[config.mk]
export PLATFORM = sky130hd
export DESIGN_NAME = nibble_seq
export DESIGN_NICKNAME = d
export VERILOG_FILES = /design/src/rtl/nibble_seq_pkg.sv /design/src/rtl/nib_sel.sv /design/src/rtl/nibble_seq.sv
export SDC_FILE = /design/constraint.sdc
export NUM_CORES = 1
export LEC_CHECK = 0
export CAP_MARGIN = 0
export CORE_ASPECT_RATIO = 0.6
export CORE_MARGIN = 8
export CORE_UTILIZATION = 50
export DETAILED_ROUTE_END_ITERATION = 10
export PLACE_DENSITY = 0.82
export SYNTH_ARGS = -nofsm -noshare
export SYNTH_HDL_FRONTEND = slang
export SYNTH_SLANG_ARGS = --single-unit
[constraint.sdc]
create_clock -name clk -period 6.5 [get_ports clk]
set_input_delay 1.3 -clock clk [delete_from_list [all_inputs] [get_ports clk]]
set_output_delay 1.3 -clock clk [all_outputs]
set_load 0.005 [all_outputs]
[src/rtl/nibble_seq_pkg.sv]
// nibble_seq_pkg
// Shared definitions for the nibble sequencer: the FSM state type, the ALU
// opcode that enables carry chaining, and the width helper for the nibble
// index counter.
package nibble_seq_pkg;

  typedef enum logic [1:0] {
    IDLE = 2'd0,
    RUN  = 2'd1,
    DONE = 2'd2
  } state_t;

  // ALU opcode (with l=0) that is treated as a wide addition.
  localparam logic [1:0] ALUOP_ADD = 2'b10;

  // Ceiling log2, clamped to at least 1 so a single-nibble build still gets
  // a legal one-bit index.
  function automatic int clog2(input int n);
    int w;
    w = 0;
    while ((1 << w) < n) w++;
    return (w < 1) ? 1 : w;
  endfunction

endpackage

[src/rtl/nib_sel.sv]
// nib_sel
// NIBBLES-to-1 mux that picks one 4-bit slice out of a wide word.
// Ports:
//   word  in  4*NIBBLES  source word, nibble 0 in the low bits
//   sel   in  IDX_W      nibble index
//   nib   out 4          selected nibble (0 if sel is out of range)
module nib_sel
  import nibble_seq_pkg::*;
#(
  parameter int  NIBBLES = 4,
  localparam int IDX_W   = clog2(NIBBLES)
) (
  input  logic [4*NIBBLES-1:0] word,
  input  logic [IDX_W-1:0]     sel,
  output logic [3:0]           nib
);

  // Compare against each legal index so out-of-range selects resolve to 0
  // instead of reading past the top of the word.
  always_comb begin
    nib = '0;
    for (int i = 0; i < NIBBLES; i++) begin
      if (sel == IDX_W'(i)) nib = word[4*i +: 4];
    end
  end

endmodule

[src/rtl/nibble_seq.sv]
// nibble_seq
// Feeds wide operands through a single 4-bit ALU one nibble per cycle,
// least significant first, chaining the carry for additions and assembling
// the wide result plus whole-word flags.
// Optional feature: define SEQ_OVF_EN to add a signed-overflow flag (ovf).
// Ports:
//   clk, reset            clock (rising edge), async active-high reset
//   start                 request strobe, honoured in IDLE or DONE only
//   x, y                  wide operands (ALU A and B)
//   op_aluop, op_l, op_cin  operation passed to the ALU, carry-in for nibble 0
//   a, b, alu_c_in, alu_op, alu_l  drive the ALU during RUN, 0 otherwise
//   alu_r, alu_c_out      ALU result nibble and carry
//   busy, done            run in progress / one-cycle completion pulse
//   result, zero, sign, c_out (, ovf)  assembled result and flags, held
module nibble_seq
  import nibble_seq_pkg::*;
#(
  parameter int  NIBBLES = 4,
  localparam int W       = 4 * NIBBLES,
  localparam int IDX_W   = clog2(NIBBLES)
) (
  input  logic         clk,
  input  logic         reset,
  input  logic         start,
  input  logic [W-1:0] x,
  input  logic [W-1:0] y,
  input  logic [1:0]   op_aluop,
  input  logic         op_l,
  input  logic         op_cin,
  output logic [3:0]   a,
  output logic [3:0]   b,
  output logic         alu_c_in,
  output logic [1:0]   alu_op,
  output logic         alu_l,
  input  logic [3:0]   alu_r,
  input  logic         alu_c_out,
  output logic         busy,
  output logic         done,
`ifdef SEQ_OVF_EN
  output logic         ovf,
`endif
  output logic [W-1:0] result,
  output logic         zero,
  output logic         sign,
  output logic         c_out
);

  state_t             state, next_state;
  logic [W-1:0]       x_lat, y_lat;
  logic [1:0]         aluop_lat;
  logic               l_lat, cin_lat;
  logic [IDX_W-1:0]   idx;
  logic               carry;
  logic [3:0]         a_sel, b_sel;
  logic [W-1:0]       next_word;
  logic               chain, last, accept;

  nib_sel #(.NIBBLES(NIBBLES)) u_sel_a (.word(x_lat), .sel(idx), .nib(a_sel));
  nib_sel #(.NIBBLES(NIBBLES)) u_sel_b (.word(y_lat), .sel(idx), .nib(b_sel));

  assign chain  = !l_lat && (aluop_lat == ALUOP_ADD);
  assign last   = (idx == IDX_W'(NIBBLES - 1));
  assign accept = ((state == IDLE) || (state == DONE)) && start;

  // State register.
  always_ff @(posedge clk or posedge reset) begin
    if (reset) state <= IDLE;
    else       state <= next_state;
  end

  // Next state and ALU-facing outputs. The ALU inputs are forced to 0 outside
  // RUN so the ALU sees the same quiet values as after reset. Only nibble 0
  // of a chained add takes the external carry-in; later nibbles take the
  // carry captured from the previous nibble.
  always_comb begin
    next_state = state;
    busy       = 1'b0;
    done       = 1'b0;
    a          = '0;
    b          = '0;
    alu_c_in   = 1'b0;
    alu_op     = '0;
    alu_l      = 1'b0;
    case (state)
      IDLE, DONE: begin
        done       = (state == DONE);
        next_state = start ? RUN : IDLE;
      end
      RUN: begin
        busy     = 1'b1;
        a        = a_sel;
        b        = b_sel;
        alu_op   = aluop_lat;
        alu_l    = l_lat;
        alu_c_in = (chain && (idx != '0)) ? carry : cin_lat;
        if (last) next_state = DONE;
      end
      default: next_state = IDLE;
    endcase
  end

  // Result word with the current ALU nibble merged in, so the whole-word
  // flags can be taken on the same edge that captures the final nibble.
  always_comb begin
    next_word = result;
    next_word[4*idx +: 4] = alu_r;
  end

  // Operand latch, nibble counter, carry register, result and flags.
  always_ff @(posedge clk or posedge reset) begin
    if (reset) begin
      x_lat     <= '0;
      y_lat     <= '0;
      aluop_lat <= '0;
      l_lat     <= 1'b0;
      cin_lat   <= 1'b0;
      idx       <= '0;
      carry     <= 1'b0;
      result    <= '0;
      zero      <= 1'b0;
      sign      <= 1'b0;
      c_out     <= 1'b0;
`ifdef SEQ_OVF_EN
      ovf       <= 1'b0;
`endif
    end else if (accept) begin
      x_lat     <= x;
      y_lat     <= y;
      aluop_lat <= op_aluop;
      l_lat     <= op_l;
      cin_lat   <= op_cin;
      idx       <= '0;
    end else if (state == RUN) begin
      result <= next_word;
      carry  <= alu_c_out;
      idx    <= idx + IDX_W'(1);
      if (last) begin
        zero  <= (next_word == '0);
        sign  <= alu_r[3];
        c_out <= alu_c_out;
`ifdef SEQ_OVF_EN
        ovf   <= chain && (x_lat[W-1] == y_lat[W-1]) && (alu_r[3] != x_lat[W-1]);
`endif
      end
    end
  end

endmodule

==> impl_metrics.py, run 1 <==
metrics = {
    "status": {
        "outcome": "finished clean",
    },
    "sta": {
        "min_period_ns": 4.29,
        "clock-skew-final_ns": 0.00944,
        "final-max-slew-violation-count": 0,
        "hold_viol": 0,
        "slew_headroom_pct": 26.7,
        "finalCritPeriodShare_pct": 65.9,
        "worst_pin_slew_ns": 1.10,
        "setup_viol": 0,
        "fmax_mhz": 233,
        "rsz0062_at_grt": "no",
        "setup-tns-final_ns": 0,
    },
    "yosys": {
        "avgSynthCellArea_um2": 10.7,
        "synth.distinct_cells": 34,
        "syn_nets": 320,
        "synth_edf_count": 0,
        "synth_cells": 268,
        "syn-cell-area_um2": 2860,
        "ys_seq_elements": 60,
        "synthArstFlopShare_pct": 100,
        "ys_seq_area_share_pct": 52.5,
        "ys.flop_type": "dfrtp_1",
        "synth_warnings": 0,
    },
    "worst_setup_path": {
        "path_cells": "inv_1, ha_1, nor2b_1, a221oi_1, a211o_1, a21oi_1, clkdlybuf4s50_1",
        "cp.required_ns": 5.20,
        "worstSetupStartpointType": "flop",
        "critical_path_arrival_ns": 2.99,
        "cp_slowest_cell": "clkdlybuf4s50_1",
        "reg2reg_depth": 6,
        "reg2reg_from": "idx[0]",
        "crit_path_end_kind": "primary output",
        "worstSetupPathType": "reg -> out",
        "r2r-end": "zero",
        "cp_slowest_stage_delay_ns": 0.54,
        "cpLargestDelayFamily": "buffers and inverters",
        "path_max_fanout": 14,
        "rrSetupSlack_ns": 4.23,
        "critPathBufInv": 2,
    },
    "clocking": {
        "cts_root_buf": "clkbuf_8",
        "cts_tree": "built",
        "clk_pin_slew_ns": 0.07,
        "cts.sinks": 60,
        "cts_resized": 0,
        "insertion_delay_ns": 0.34,
        "postCtsSetupBuffers": 0,
        "cts.path.max_buffers": 2,
        "h-tree-depth": 3,
        "cts_made_buffers": 9,
        "hold_buffers": 0,
    },
    "grt": {
        "grt_max_degree": 61,
        "grt.overflow.total": 0,
        "antenna_found_initial": 0,
        "grt_pass1_wl_um": 12200,
        "grt_pass1_vias": 2297,
        "grt.total_usage_pct": 18.9,
    },
    "detailed_routing": {
        "drt_iter0_drc": 184,
        "drtAntennaViolNets": 0,
        "drtPass1Iterations": 6,
        "totalWireLength_um": 7540,
        "vias": 2336,
        "viasPerCell": 5.47,
        "drc_errors": 0,
        "wl_per_cell_um": 17.6,
    },
    "floorplanning": {
        "dieArea_um2": 8480,
        "chipHeight_um": 74.6,
        "initial_core_util_pct": 51.6,
        "rows": 21,
        "core_um2": 5540,
        "fp.dieW_um": 114,
        "ioPinCount": 77,
    },
    "hold_path": {
        "min_from": "carry",
        "min_path_type": "reg -> reg",
        "hold_depth": 2,
        "holdPathEnd": "carry",
    },
    "finish": {
        "nFillCells": 424,
        "layout_common_cells": "clkdlybuf4s50_1 (76), dfrtp_1 (60), nand2_1 (45)",
        "final-seq-area_um2": 1500,
        "drive_above_1_share_pct": 13.5,
        "final_common_cell": "clkdlybuf4s50_1",
        "area_growth_pct": 35.0,
        "antennaDiodeCount": 0,
        "fin_nets": 394,
        "finalNonFillerCells": 427,
        "stdcell_area_um2": 3860,
        "multiInputGateArea_um2": 1240,
    },
    "placed_design": {
        "placed_area_um2": 3670,
        "placed_cells": 411,
        "hpwlAfterDp_um": 5620,
        "portBuffers": 76,
        "place_congestion": 0.853,
    },
    "power": {
        "p_sw_uw": 717,
        "powerDensity_nw_per_um2": 505,
        "seq_power_share_pct": 35.2,
        "vdd_drop_max_v": 0.000287,
        "power.share.clock_pct": 16.7,
        "p_int_mw": 1.23,
        "switching_share_pct": 36.8,
        "leakage_nw": 1.62,
        "comb_power_share_pct": 48.1,
    },
    "job": {
        "maxCapViolations": 0,
    },
}
power groups by stage:
stage                     Combinational, mW  Clock (mW)  Sequential, mW
after floorplan                       0.569           0           0.646
after global placement                0.911           0           0.685
after detailed placement              0.931           0           0.690
after CTS                             0.938       0.333           0.685
after global routing                   1.04       0.351           0.711
final                                 0.938       0.326           0.687
routing by layer:
layer / vias to the layer above / track usage, % / routed length [um] / part of all wire, %
li1: 1100 / - / - / -
met1: 1132 / 26.3 / 3690 / 49
met2: 96 / 26.1 / 3130 / 41
met3: 8 / 6.97 / 636 / 8.4
met4: 0 / 7.04 / 86 / 1.1
met5: - / 0 / 0 / 0
worst register-to-register path, cell delays in order (launching register included):
cell,delay (ns)
dfrtp_1,0.60
inv_1,0.18
ha_1,0.50
mux2i_1,0.27
o21ai_0,0.10
a211oi_1,0.34
a32o_1,0.22
Yosys cell counts (6+ instances only):
master / instances / share of area, %
a21oi_1: 9 / 1.6
mux2_2: 29 / 11
a211o_1: 8 / 2.4
nor2_1: 6 / 0.79
o21ai_0: 18 / 3.1
a22o_1: 8 / 2.4
dfrtp_1: 60 / 52
buf_2: 9 / 1.6
nand2_1: 45 / 5.9
ha_1: 8 / 3.5
a221oi_1: 8 / 2.4
inv_1: 15 / 2.0
final cells by class:
cell class,count,area share (%)
tap,80,2.59
sequential,60,38.9
multi-input combinational,179,32.2
clock inverter,6,1.69
inverter,15,1.46
timing repair buffer,77,19.9
clock buffer,10,3.31
stage by stage:
stage	setup slack, ns	power, mW	utilization, %	hold slack [ns]
2_1_floorplan	3.48	1.22	-	0.445
3_3_place_gp	2.71	1.60	66.2	0.471
3_5_place_dp	2.62	1.62	66.2	0.472
4_1_cts	2.21	1.96	69.6	0.489
5_1_grt	2.03	2.10	69.6	0.523
6_report	2.21	1.95	69.6	0.482
kinds of logic after synthesis:
group / synth area share [%]
and+or+nand+nor: 12.4
AOI/OAI and AO/OA: 15.1
DFF: 52.5
muxes: 12.1
buffers and inverters: 4.33
adders and majority gates: 3.50
registers in the layout, summed over array words and instances (netlist names), 2 cells and up:
signal / cells
aluop_lat: 2
idx: 2
result: 16
state: 2
x_lat: 16
y_lat: 16
how the worst max path moves through the flow:
stage / from / endpoint / slack (ns) / depth (start not counted)
floorplan: idx[0] / b[0] / 3.48 / 8
global placement: idx[0] / a[3] / 2.71 / 7
detailed placement: idx[0] / a[3] / 2.62 / 7
CTS: idx[0] / a[3] / 2.21 / 7
global route: idx[0] / b[0] / 2.03 / 7
finish: idx[0] / a[3] / 2.21 / 7
(Power assumes the default switching activity.)
==> run 2, diff against run 1 <==
Settings changed: CORE_UTILIZATION 50 to 48, PLACE_DENSITY 0.82 to 0.79.
Clock period 6.5 ns to 4.25 ns, I/O delays scaled along.
==> impl_metrics.py, run 2 (synthesis gave the netlist of run 1 again) <==
metrics = {
    "status": {
        "outcome": "finished clean",
    },
    "clocking": {
        "cts_root_buf": "clkbuf_8",
        "cts.path.max_buffers": 2,
        "h-tree-depth": 3,
        "cts_tree": "built",
        "cts.sinks": 60,
        "cts_made_buffers": 9,
        "postCtsSetupBuffers": 0,
        "hold_buffers": 0,
        "cts_resized": 0,
        "clk_pin_slew_ns": 0.06,
        "insertion_delay_ns": 0.33,
    },
    "worst_setup_path": {
        "path_cells": "inv_1, ha_1, nor2b_1, a221oi_1, a211o_1, a21oi_1, clkdlybuf4s50_1",
        "cp_slowest_cell": "clkdlybuf4s50_1",
        "cpLargestDelayFamily": "buffers and inverters",
        "worstSetupPathType": "reg -> out",
        "crit_path_end_kind": "primary output",
        "cp.required_ns": 3.40,
        "cp_slowest_stage_delay_ns": 0.57,
        "path_max_fanout": 14,
        "critPathBufInv": 2,
        "critical_path_arrival_ns": 2.96,
        "worstSetupStartpointType": "flop",
    },
    "sta": {
        "rsz0062_at_grt": "no",
        "slew_headroom_pct": 45.7,
        "fin_ws_ns": 0.439,
        "fmax_mhz": 262,
        "finalCritPeriodShare_pct": 89.7,
        "hold_viol": 0,
        "setup-tns-final_ns": 0,
        "final-max-slew-violation-count": 0,
        "setup_viol": 0,
        "clock-skew-final_ns": 0.00463,
        "min_period_ns": 3.81,
        "worst_pin_slew_ns": 0.813,
        "hold_slack_ns": 0.509,
    },
    "placed_design": {
        "placed_area_um2": 3680,
        "dp_slack_ns": 0.798,
        "portBuffers": 76,
        "place_congestion": 0.851,
        "placed_cells": 412,
        "hpwlAfterDp_um": 5690,
    },
    "floorplanning": {
        "initial_core_util_pct": 50.4,
        "chipHeight_um": 75.8,
        "rows": 21,
        "fp.dieW_um": 116,
        "core_um2": 5680,
        "dieArea_um2": 8770,
        "ioPinCount": 77,
    },
    "grt": {
        "antenna_found_initial": 0,
        "grt_max_degree": 42,
        "grt_pass1_vias": 2262,
        "grt.overflow.total": 0,
        "grt_pass1_wl_um": 12200,
        "grt.total_usage_pct": 18.7,
    },
    "power": {
        "powerDensity_nw_per_um2": 778,
        "p_total_mw": 3.02,
        "vdd_drop_max_v": 0.000369,
        "leakage_nw": 1.63,
    },
    "finish": {
        "antennaDiodeCount": 0,
        "drive_above_1_share_pct": 13.8,
        "finalNonFillerCells": 428,
        "fin_util_pct": 68.3,
        "nFillCells": 452,
        "final_common_cell": "clkdlybuf4s50_1",
        "layout_common_cells": "clkdlybuf4s50_1 (76), dfrtp_1 (60), nand2_1 (45)",
        "stdcell_area_um2": 3880,
        "fin_nets": 395,
        "area_growth_pct": 35.6,
        "top_regs": "result: 16 flops, x_lat: 16 flops, y_lat: 16 flops",
    },
    "detailed_routing": {
        "viasPerCell": 5.44,
        "drtAntennaViolNets": 0,
        "drc_errors": 0,
        "totalWireLength_um": 7670,
        "drtPass1Iterations": 5,
        "drt_iter0_drc": 253,
        "vias": 2329,
        "wl_per_cell_um": 17.9,
    },
    "hold_path": {
        "min_path_type": "reg -> reg",
    },
    "job": {
        "maxCapViolations": 0,
    },
}
==> run 2: tightest hold or removal path, delay by kind of cell, from the launching register on <==
kind | cells | cell delay, ns
flops | 1 | 0.36
simple gates | 2 | 0.12
==> run 2: area by class of cell <==
type / instances / area (um^2) / share of cell area [%]
multi-input cells: 179 / 1240 / 32.0
flip-flops and latches: 60 / 1500 / 38.7
clock buffers: 12 / 155 / 4.00
well taps: 80 / 100 / 2.58
inverters: 15 / 56.3 / 1.45
clock inverters: 4 / 47.5 / 1.23
repair buffers: 78 / 776 / 20.0
==> run 2: metal layers <==
metal / part of all wire, % / wire length, um / up-vias / track usage, %
li1: - / - / 1098 / -
met1: 47 / 3590 / 1116 / 26.6
met2: 41 / 3120 / 109 / 23.8
met3: 12 / 883 / 6 / 8.39
met4: 0.85 / 65 / 0 / 6.70
met5: 0 / 0 / - / 0
==> run 2: worst paths after layout <==
check                      depth (start not counted)   endpoint  slack, ns  startpoint
min in group asynchronous                          2  y_lat[11]       1.00       reset
hold / removal                                     2      carry       0.51       carry
hold reg to reg                                    2      carry       0.51       carry
setup reg to reg                                   6       zero       1.94      idx[0]
max in group asynchronous                          3  result[9]       2.47       reset
setup / recovery                                   7       a[3]       0.44      idx[0]
==> run 2: where the power goes <==
group	internal, mW	total [mW]	switching [mW]
Clock	0.301	0.518	0.217
Sequential	0.849	1.06	0.211
Combinational	0.771	1.44	0.670
